--- src/rtl/serial_block_deinterleaver.sv ---
// rtl/serial_block_deinterleaver.sv - bit-serial 4x7 block deinterleaver, column-major in, row-major parallel out
`timescale 1ns/1ps
module serial_block_deinterleaver #(
  parameter int ROWS = 4,
  parameter int COLS = 7,
  localparam int N = ROWS * COLS
) (
  input  logic         clk,
  input  logic         rst,
  input  logic         in_valid,
  input  logic         in_bit,
  input  logic         in_sof,
  output logic         out_valid,
  output logic [N-1:0] data_out,
  output logic         frame_err
);

  localparam int KW = (N > 1) ? $clog2(N) : 1;
  localparam int RW = (ROWS > 1) ? $clog2(ROWS) : 1;
  localparam int CW = (COLS > 1) ? $clog2(COLS) : 1;

  typedef enum logic {IDLE, RECV} state_t;

  state_t        state_q, state_d;
  logic [KW-1:0] k_q, k_d;
  logic [RW-1:0] r_q, r_d;
  logic [CW-1:0] c_q, c_d;
  logic [N-1:0]  shadow_q, shadow_d;
  logic [N-1:0]  data_q, data_d;
  logic          out_valid_q, out_valid_d;
  logic          frame_err_q, frame_err_d;
  logic [KW-1:0] wr_idx;

  // Row/column counters replace a divide of k by ROWS.
  assign wr_idx = KW'(int'(r_q) * COLS + int'(c_q));

  always_comb begin
    state_d     = state_q;
    k_d         = k_q;
    r_d         = r_q;
    c_d         = c_q;
    shadow_d    = shadow_q;
    data_d      = data_q;
    out_valid_d = 1'b0;
    frame_err_d = 1'b0;
    if (in_valid) begin
      if (in_sof) begin
        // A SOF mid-frame (including on the final bit) aborts and restarts.
        frame_err_d = (state_q == RECV);
        shadow_d[0] = in_bit;
        k_d         = KW'(1);
        r_d         = RW'(1);
        c_d         = '0;
        state_d     = RECV;
      end else if (state_q == RECV) begin
        shadow_d[wr_idx] = in_bit;
        if (k_q == KW'(N - 1)) begin
          data_d      = shadow_d;
          out_valid_d = 1'b1;
          state_d     = IDLE;
          k_d         = '0;
          r_d         = '0;
          c_d         = '0;
        end else begin
          k_d = k_q + KW'(1);
          if (r_q == RW'(ROWS - 1)) begin
            r_d = '0;
            c_d = c_q + CW'(1);
          end else begin
            r_d = r_q + RW'(1);
          end
        end
      end
    end
  end

  always_ff @(posedge clk or negedge rst) begin
    if (!rst) begin
      state_q     <= IDLE;
      k_q         <= '0;
      r_q         <= '0;
      c_q         <= '0;
      shadow_q    <= '0;
      data_q      <= '0;
      out_valid_q <= 1'b0;
      frame_err_q <= 1'b0;
    end else begin
      state_q     <= state_d;
      k_q         <= k_d;
      r_q         <= r_d;
      c_q         <= c_d;
      shadow_q    <= shadow_d;
      data_q      <= data_d;
      out_valid_q <= out_valid_d;
      frame_err_q <= frame_err_d;
    end
  end

  assign out_valid = out_valid_q;
  assign frame_err = frame_err_q;
  assign data_out  = data_q;

endmodule

--- config.mk ---
export PLATFORM = sky130hd
export DESIGN_NAME = serial_block_deinterleaver
export DESIGN_NICKNAME = d
export VERILOG_FILES = /design/src/rtl/serial_block_deinterleaver.sv
export SDC_FILE = /design/constraint.sdc
export NUM_CORES = 1
export LEC_CHECK = 0
export BUFFER_PORTS_ARGS = -buffer_cell sky130_fd_sc_hd__buf_4
export CORE_MARGIN = 3
export CORE_UTILIZATION = 40
export DETAILED_ROUTE_END_ITERATION = 12
export GPL_ROUTABILITY_DRIVEN = 0
export SLEW_MARGIN = 20
export SYNTH_ARGS = -nofsm -noshare
export SYNTH_HDL_FRONTEND = slang
export SYNTH_SLANG_ARGS = --single-unit
--- constraint.sdc ---
create_clock -name clk -period 2.8 [get_ports clk]
set_input_delay 0.42 -clock clk [delete_from_list [all_inputs] [get_ports clk]]
set_output_delay 0.42 -clock clk [all_outputs]
set_load 0.005 [all_outputs]
==> out/metrics.cfg, run 1 <==
[yosys]
synth_common_cells=dfrtp_1, nor2_1, nand3_1, a31oi_1
ys_seq_area_share_pct=48.7
synth_cells=362
synth_area_leaders=dfrtp_1, mux2_2, a31oi_1, nand3_1, nor2_1
yosysMostFrequentCell=dfrtp_1
synth_cell_types=44
async_flop_share_pct=100
postSynthAreaPerCell_um2=9.79
synthFlopType=dfrtp_1
synth.net_count=377
synth_area_um2=3540
synth_area_leader_cell=dfrtp_1
synth_top_area_share_pct=48.7
synth_edf_count=0
ys_warn_count=0
ys_ff_latch=69

[cts]
numCtsBuffers=9
path_clk_slew_ns=0.08
clock_latency_ns=0.35
clk_path_buf_depth=2
clockRootBuffer=clkbuf_8
cts_setup_buffers=0
ctsHoldBuffers=0
cts_tree=done
cts_sinks=69
htreeDepth=3

[cells_and_area]
area_growth_pct=23.9
instances_no_fill=514
drive_gt1_share_pct=31.1
fin_util_pct=52.1
nets=419
num-fill-cells=776
design_area_um2=4390
diodes=0

[critical_path]
worstSetupStartpoint=r_q[1]
required_ns=3.01
cp_max_fo=4
path_class=reg2reg
startpoint_type=flip-flop
crit_arrival_ns=2.98
r2r-start=r_q[1]
endpoint_kind=flip-flop

[die]
ios=35
die_h_um=100
core-area_um2=8420
die-area_um2=10000
fp-row-count=33
initial_core_util_pct=42.1
fp.dieW_um=100

[route]
drc_errors=0
first_pass_iters=4
wl_per_cell_um=18.4
num_vias=3022
drt_iter0_drc=260
antenna_left=0
postRouteWirelength_mm=9.47
viasPerCell=5.88

[global_routing]
antenna_found_initial=0
grt_usage_pct=19.7
grt_pass1_wl_mm=15.3
grt_pass1_vias=2925
grt_overflow=0
grt_max_degree=70

[timing]
fmax_mhz=361
hold_violations=0
worst-slew-pin-transition_ns=0.876
setup_viol_count_final=0
setup_slack_ns=0.0276
tns_ns=0
whs_ns=0.185
drv_slew=0
rsz0062_at_grt=true
period_needed_ns=2.77
fin_skew_ns=0.00529
finalCritPeriodShare_pct=99.0
relSlewSlack_pct=41.6

[flow_run]
max-cap-violations=0

[place]
post_dp_cell_area_um2=4090
port_buffers=34
hpwl_mm=6.28
post-place-ws_ns=-0.0314
dp_cells=498

[power_and_ir_drop]
p_total_mw=3.75
peakVddDrop_v=0.000329
p_leak_nw=1.96
power_density_nw_per_um2=854

[status]
outcome=complete, no violations

[min_path]
hp-class=in2async

[placed cells by master (no fill, tap or decap), types with 2 or more instances in the layout]
cell type  Yosys  layout
a21oi_1        3       3
a31oi_1       29      29
and3_1         2       2
buf_12         0       4
buf_4          1      58
bufinv_16      0       3
clkbuf_8       0      11
dfrtp_1       69      67
dfrtp_2        0       2
fa_1           3       2
ha_1           7       6
inv_1          3       2
mux2_2        27      27
nand2_1       26      26
nand2b_1       2       2
nand3_1       32      30
nand3_2        0       2
nand4_1       20      20
nor2_1        39      37
nor2_2         1       2
nor2b_1        2       2
nor3_1         3       3
o211ai_1       4       4
o21ai_0       27      21
o21ai_1        1       6
o31ai_1        3       3
o41ai_1        7       6
or2_2          1       2
or4_4          0       2
[sequential cells by signal, indices dropped and copies added (netlist names)]
| name | cells |
|---|---|
| data_out | 28 |
| shadow_q | 28 |
| c_q | 3 |
| r_q | 2 |
| state_q | 1 |
| frame_err | 1 |
| out_valid | 1 |
| k_q | 5 |
[power by group]
| group | switching (mW) | internal [mW] | total [mW] |
|---|---|---|---|
| Clock | 0.405 | 0.642 | 1.05 |
| Combinational | 0.844 | 0.618 | 1.46 |
| Sequential | 0.0958 | 1.15 | 1.24 |
| Total | 1.34 | 2.41 | 3.75 |
[metal layers]
| metal | part of all wire [%] | track usage [%] | vias to the layer above |
|---|---|---|---|
| met5 | 0 | 0 | - |
| met4 | 1.5 | 7.56 | 0 |
| met3 | 5.8 | 4.45 | 13 |
| met2 | 48 | 30.6 | 102 |
| met1 | 45 | 26.8 | 1491 |
| li1 | - | - | 1416 |
[worst max-delay path, cell delays in order (launching register included)]
cell     delay, ns
dfrtp_2       0.45
fa_1          0.49
ha_2          0.20
fa_2          0.58
inv_2         0.06
or4_4         0.57
o21ai_0       0.18
a31oi_1       0.11
[cells by family (layout without fill, tap and decap cells)]
group                    count (synthesis)  count (layout)  synth area share [%]
adder cells (fa/ha/maj)                 10              10                  4.17
buffers and inverters                   35              82                  4.20
AND/OR/NAND/NOR                        139             139                  19.6
XOR/XNOR                                 2               2                 0.494
AO/OA/AOI/OAI                           80              80                  14.2
multiplexers                            27              27                  8.58
flip-flops                              69              69                  48.7
[area by class of cell]
class                      count  area, um^2  area share, %
sequential                    69        1730           39.4
clock buffer                  11         151           3.45
timing repair buffer          63         527           12.0
inverter                       3        11.3          0.257
tap                          105         131           2.99
multi-input combinational    258        1730           39.5
clock inverter                 5         106           2.42
[worst paths after layout]
check / to / slack, ns / cells past startpoint
min in group clk: k_q[0] / 0.37 / 3
hold / removal: k_q[1] / 0.19 / 1
setup reg to reg: data_out[15] / 0.03 / 7
hold reg to reg: k_q[4] / 0.49 / 1
setup / recovery: data_out[15] / 0.03 / 7
max in group asynchronous: r_q[1] / 2.02 / 1
[timing repair]
| item | CTS | global route |
|---|---|---|
| gates resized for setup | 3 | 17 |
| endpoints found under the setup margin | 7 | 52 |
| pin swaps | 0 | 10 |
No activity file was read; power rests on OpenSTA's default activity.
==> inputs of run 2 (changes only) <==
- BUFFER_PORTS_ARGS: -buffer_cell sky130_fd_sc_hd__buf_4 -> -buffer_cell sky130_fd_sc_hd__buf_2
==> out/metrics.cfg, run 2 (synthesis gave the netlist of run 1 again) <==
[global_routing]
grt_max_degree=58  ; was 70
antenna_found_initial=0  ; unchanged
grt_pass1_vias=2828  ; was 2925
grt_usage_pct=19.4  ; was 19.7%
grt_overflow=0  ; unchanged
grt_pass1_wl_mm=15.1  ; was 15.3 mm

[timing]
tns_ns=0  ; unchanged
fin_skew_ns=0.00868  ; was 0.00529 ns
drv_slew=0  ; unchanged
hold_violations=0  ; unchanged
setup_viol_count_final=0  ; unchanged
finalCritPeriodShare_pct=97.4  ; was 99.0%
fmax_mhz=367  ; was 361 MHz
period_needed_ns=2.73  ; was 2.77 ns
setup_slack_ns=0.0735  ; was 0.0276 ns
relSlewSlack_pct=55.9  ; was 41.6%
worst-slew-pin-transition_ns=0.662  ; was 0.876 ns

[cells_and_area]
num-fill-cells=783  ; was 776
instances_no_fill=525  ; was 514
multi_input_area_um2=1720  ; was 1730 um^2
fin_util_pct=51.6  ; was 52.1%
layout.cells.most_common_list=dfrtp_1, nor2_1, buf_4  ; was dfrtp_1, buf_4, nor2_1
nets=430  ; was 419
final_common_cell=dfrtp_1  ; unchanged
ff_latch_area_um2=1730  ; about the same
drive_gt1_share_pct=31.9  ; was 31.1%
area_growth_pct=22.6  ; was 23.9%
diodes=0  ; unchanged

[cts]
clock_latency_ns=0.35  ; about the same
cts_sinks=69  ; unchanged
path_clk_slew_ns=0.07  ; was 0.08 ns
cts_tree=done  ; unchanged
ctsHoldBuffers=0  ; unchanged
numCtsBuffers=9  ; unchanged
clockRootBuffer=clkbuf_8  ; unchanged
htreeDepth=3  ; unchanged
clk_path_buf_depth=2  ; unchanged

[route]
drt_iter0_drc=244  ; was 260
wl_per_cell_um=17.9  ; was 18.4 um
drc_errors=0  ; unchanged
antenna_left=0  ; unchanged
first_pass_iters=5  ; was 4
postRouteWirelength_mm=9.41  ; was 9.47 mm
viasPerCell=5.82  ; was 5.88
num_vias=3058  ; was 3022

[power_and_ir_drop]
p_leak_nw=2.00  ; was 1.96 nW
power_density_nw_per_um2=847  ; was 854 nW/um^2
peakVddDrop_v=0.000341  ; was 0.000329 V

[die]
ios=35  ; unchanged
core-area_um2=8420  ; unchanged
fp-row-count=33  ; unchanged
die-area_um2=10000  ; unchanged
initial_core_util_pct=42.1  ; unchanged
die_h_um=100  ; unchanged
fp.dieW_um=100  ; unchanged

[critical_path]
crit_arrival_ns=2.95  ; was 2.98 ns
cp_max_fo=16  ; was 4
path_class=reg2reg  ; unchanged
startpoint_type=flip-flop  ; unchanged
endpoint_kind=flip-flop  ; unchanged
required_ns=3.03  ; was 3.01 ns

[place]
post-place-ws_ns=-0.0590  ; was -0.0314 ns
dp_cells=506  ; was 498
hpwl_mm=6.45  ; was 6.28 mm
port_buffers=34  ; unchanged

[min_path]
hp-class=in2async  ; unchanged

[status]
outcome=complete, no violations  ; unchanged

[flow_run]
max-cap-violations=0  ; unchanged

[run 2: changes by cell type in the layout (fill, tap and decap cells not counted), moves of 2 or more]
cell | before | now
buf_2 | 0 | 34
buf_4 | 58 | 36
dfrtp_1 | 67 | 69
dfrtp_2 | 2 | 0
nand3_1 | 30 | 32
nand3_2 | 2 | 0
o21ai_0 | 21 | 17
o21ai_1 | 6 | 9
[run 2: critical path: stages, from the launching register on]
cell and delay [ns]:
dfrtp_1 0.43, fa_1 0.49, ha_2 0.21, fa_2 0.39, xor2_2 0.31, buf_4 0.17
nor2_2 0.04, buf_12 0.15, nand3_1 0.09, mux2_2 0.33
[run 2: area by class of cell]
cell class                      instances  area share (%)
Sequential cell                        69            39.7
Multi-Input combinational cell        258            39.6
Timing Repair Buffer                   74            12.0
Clock buffer                           11            3.49
Tap cell                              105            3.02
Clock inverter                          5            1.87
Inverter                                3           0.259
[run 2: power breakdown]
part	internal (mW)	switching, mW	total, mW	leakage (nW)
registers	1.14	0.0934	1.24	0.931
logic	0.636	0.853	1.49	0.953
clock network	0.552	0.403	0.955	0.116
total	2.33	1.35	3.68	2.00
[run 2: final timing paths]
kind / startpoint / end / slack [ns] / cells past startpoint
max reg2reg: r_q[0] / shadow_q[5] / 0.07 / 9
min: rst / c_q[1] / 0.10 / 1
max in group asynchronous: rst / shadow_q[26] / 2.05 / 2
max: r_q[0] / shadow_q[5] / 0.07 / 9
min in group clk: in_valid / k_q[0] / 0.38 / 3
min reg2reg: k_q[4] / k_q[4] / 0.50 / 1
[run 2: metal layers]
| layer | part of all wire, % | track usage (%) | wire [um] |
|---|---|---|---|
| met5 | 0 | 0 | 0 |
| met4 | 1.0 | 7.88 | 98 |
| met3 | 6.2 | 2.99 | 581 |
| met2 | 46 | 29.0 | 4290 |
| met1 | 47 | 28.1 | 4440 |
[run 2: timing repair]
item / in CTS / in global routing
endpoints found under the setup margin: 10 / 36
pin swaps: 1 / 2
buffers inserted: 1 / 2
resized for setup: 5 / 13
[run 2: through the flow]
| step | power, mW | cell area (um^2) | hold WS (ns) |
|---|---|---|---|
| after global placement | 2.60 | 4060 | 0.469 |
| after floorplan | 2.01 | 3560 | 0.124 |
| after global routing | 3.86 | 4340 | 0.142 |
| final | 3.68 | 4340 | 0.100 |
| after detailed placement | 2.62 | 4060 | 0.484 |
| after CTS | 3.62 | 4320 | 0.108 |
==> inputs of run 3 (changes only) <==
- ABC_AREA: unset -> 1
==> out/metrics.cfg, run 3 <==
[status]
outcome=complete, no violations  ; unchanged

[critical_path]
endpoint_kind=flip-flop  ; unchanged
cpPeakStageDelay_ns=0.47  ; was 0.49 ns
path_cells=fa_1, ha_1, fa_1, nand2_1, nand2_4, nor2_2, buf_4, nand2_1, o21bai_1, nand3_1, nand2_1  ; was fa_1, ha_2, fa_2, xor2_2, buf_4, nor2_2, buf_12, nand3_1, mux2_2
startpoint_type=flip-flop  ; unchanged
path_class=reg2reg  ; unchanged
cp_max_fo=9  ; was 16
crit_path_frequent_cell=nand2_1
cp_slowest_cell=fa_1  ; unchanged
crit_arrival_ns=2.95  ; about the same
reg2reg_depth=11  ; was 9
required_ns=3.09  ; was 3.03 ns

[timing]
period_needed_ns=2.66  ; was 2.73 ns
fmax_mhz=376  ; was 367 MHz
setup_slack_ns=0.141  ; was 0.0735 ns
setup_viol_count_final=0  ; unchanged
fin_skew_ns=0.00979  ; was 0.00868 ns
worst-slew-pin-transition_ns=0.753  ; was 0.662 ns
hold_violations=0  ; unchanged
relSlewSlack_pct=49.5  ; was 55.9%
finalCritPeriodShare_pct=95.0  ; was 97.4%
drv_slew=0  ; unchanged

[yosys]
synth_area_leaders=dfrtp_1, nand2_1, nand3_1, nand4_1, inv_1  ; was dfrtp_1, mux2_2, a31oi_1, nand3_1, nor2_1
synth_cells=460  ; was 362
ys_seq_area_share_pct=48.1  ; was 48.7%
yosysMostFrequentCell=nand2_1  ; was dfrtp_1
postSynthAreaPerCell_um2=7.81  ; was 9.79 um^2
synth_cell_types=25  ; was 44
synthFlopType=dfrtp_1  ; unchanged
ys_ff_latch=69  ; unchanged
synth_area_leader_cell=dfrtp_1  ; unchanged
ys_warn_count=0  ; unchanged
synth_edf_count=0  ; unchanged
synth_common_cells=nand2_1, nand3_1, dfrtp_1, inv_1, nand4_1  ; was dfrtp_1, nor2_1, nand3_1, a31oi_1
async_flop_share_pct=100  ; unchanged
synth_area_um2=3590  ; was 3540 um^2
synth_top_area_share_pct=48.1  ; was 48.7%
synth.net_count=475  ; was 377

[global_routing]
grt_usage_pct=18.1  ; was 19.4%
grt_overflow=0  ; unchanged
antenna_found_initial=0  ; unchanged
grt_max_degree=41  ; was 58
met3_usage_pct=3.32  ; was 2.99%
grt_use_met2_pct=26.7  ; was 29.0%
gr-usage-met1_pct=26.5  ; was 28.1%
grt_pass1_vias=2990  ; was 2828
grt_pass1_wl_mm=14.5  ; was 15.1 mm
busiest_layer=met2  ; unchanged

[cts]
htreeDepth=3  ; unchanged
clockRootBuffer=clkbuf_8  ; unchanged
cts_tree=done  ; unchanged
clock_latency_ns=0.35  ; about the same
cts_sinks=69  ; unchanged
numCtsBuffers=9  ; unchanged
clk_path_buf_depth=2  ; unchanged
path_clk_slew_ns=0.08  ; was 0.07 ns

[cells_and_area]
design_area_um2=4170  ; was 4340 um^2
multi_input_area_um2=1590  ; was 1720 um^2
diodes=0  ; unchanged
num-fill-cells=809  ; was 783
drive_gt1_share_pct=15.6  ; was 31.9%
fin_util_pct=49.3  ; was 51.6%
nets=515  ; was 430
area_growth_pct=16.2  ; was 22.6%
ff_latch_area_um2=1730  ; about the same
final_common_cell=nand2_1  ; was dfrtp_1
layout.cells.most_common_list=nand2_1, nand3_1, dfrtp_1  ; was dfrtp_1, nor2_1, buf_4
instances_no_fill=610  ; was 525

[route]
num_vias=3159  ; was 3058
postRouteWirelength_mm=8.45  ; was 9.41 mm
viasPerCell=5.18  ; was 5.82
wl_per_cell_um=13.8  ; was 17.9 um
drc_errors=0  ; unchanged
first_pass_iters=4  ; was 5
drt_iter0_drc=246  ; was 244
antenna_left=0  ; unchanged

[place]
post_dp_cell_area_um2=3910  ; was 4060 um^2
post-place-ws_ns=0.0962  ; was -0.0590 ns
dp_cells=593  ; was 506
port_buffers=34  ; unchanged
hpwl_mm=5.60  ; was 6.45 mm

[power_and_ir_drop]
p_total_mw=3.76  ; was 3.68 mW
p_int_mw=2.30  ; was 2.33 mW
switching_share_pct=38.8  ; was 36.6%
p_leak_nw=2.31  ; was 2.00 nW
switching_power_mw=1.46  ; was 1.35 mW
clkPwrFrac_pct=26.3  ; was 25.9%
p_comb_share_pct=39.4  ; was 40.4%
peakVddDrop_v=0.000395  ; was 0.000341 V
power_density_nw_per_um2=901  ; was 847 nW/um^2
p_seq_share_pct=34.2  ; was 33.6%

[flow_run]
max-cap-violations=0  ; unchanged

[die]
die_h_um=101  ; was 100 um
core-area_um2=8460  ; was 8420 um^2
ios=35  ; unchanged
fp-row-count=33  ; unchanged
initial_core_util_pct=42.4  ; was 42.1%
fp.dieW_um=101  ; was 100 um
die-area_um2=10200  ; was 10000 um^2

[min_path]
hp-class=in2async  ; unchanged

==> run 3: changes by cell type after synthesis, moves of 27 or more <==
cell,previous run,this run
a31oi_1,29,0
mux2_2,27,0
inv_1,3,40
nand3_1,32,79
nand2_1,26,163
nor2_1,39,10
==> run 3: what timing repair did <==
item	in CTS	in global routing
hold buffers	0	0
endpoints found under the setup margin	0	32
resized for setup	0	5
buffers inserted	0	1
==> run 3: cell families (layout without fill, tap and decap cells) <==
family / Yosys count / after routing / share of synthesized area (%)
buffers and inverters: 67 / 112 / 7.84
AND/OR/NAND/NOR: 289 / 289 / 35.5
flip-flops: 69 / 69 / 48.1
AO/OA/AOI/OAI: 23 / 23 / 3.94
adder cells (fa/ha/maj): 10 / 10 / 4.11
XOR/XNOR: 2 / 2 / 0.488
==> run 3: routing by layer <==
layer  share of wire, %  up-vias
li1                   -     1577
met1                 48     1496
met2                 45       76
met3                5.8       10
met4                1.3        0
met5                  0        -
==> run 3: worst paths after layout <==
path	from	slack, ns	end
worst max register to register	r_q[1]	0.14	data_out[21]
min in group clk	in_valid	0.40	state_q
worst min-delay path	rst	0.13	shadow_q[27]
worst max-delay path	r_q[1]	0.14	data_out[21]
worst min register to register	data_out[27]	0.47	data_out[27]
max in group asynchronous	rst	2.01	shadow_q[10]
==> run 3: cell type report <==
type | count | area share (%)
tap | 105 | 3.15
sequential | 69 | 41.4
multi-input combinational | 324 | 38.2
clock inverter | 4 | 2.28
clock buffer | 12 | 3.48
timing repair buffer | 51 | 7.44
inverter | 45 | 4.05
==> run 3: worst max-delay path, delay by kind of cell, from the launching register on <==
family | cells | cell delay (ns)
adders and majority gates | 3 | 1.11
DFF | 1 | 0.46
AOI/OAI and AO/OA | 1 | 0.22
buffers and inverters | 1 | 0.15
and+or+nand+nor | 6 | 0.65
==> run 3: power by group through the flow <==
stage	clock network (mW)	logic [mW]	registers, mW
2_1_floorplan	0	1.04	1.28
3_3_place_gp	0	1.41	1.30
3_5_place_dp	0	1.45	1.30
4_1_cts	1.02	1.45	1.29
5_1_grt	1.06	1.68	1.30
6_report	0.990	1.48	1.29
==> run 3: metrics by stage <==
step                setup TNS [ns]  hold WS, ns
floorplan                        0        0.124
global placement                 0        0.457
detailed placement               0        0.460
CTS                              0        0.149
global route              -0.00447        0.171
finish                           0        0.130
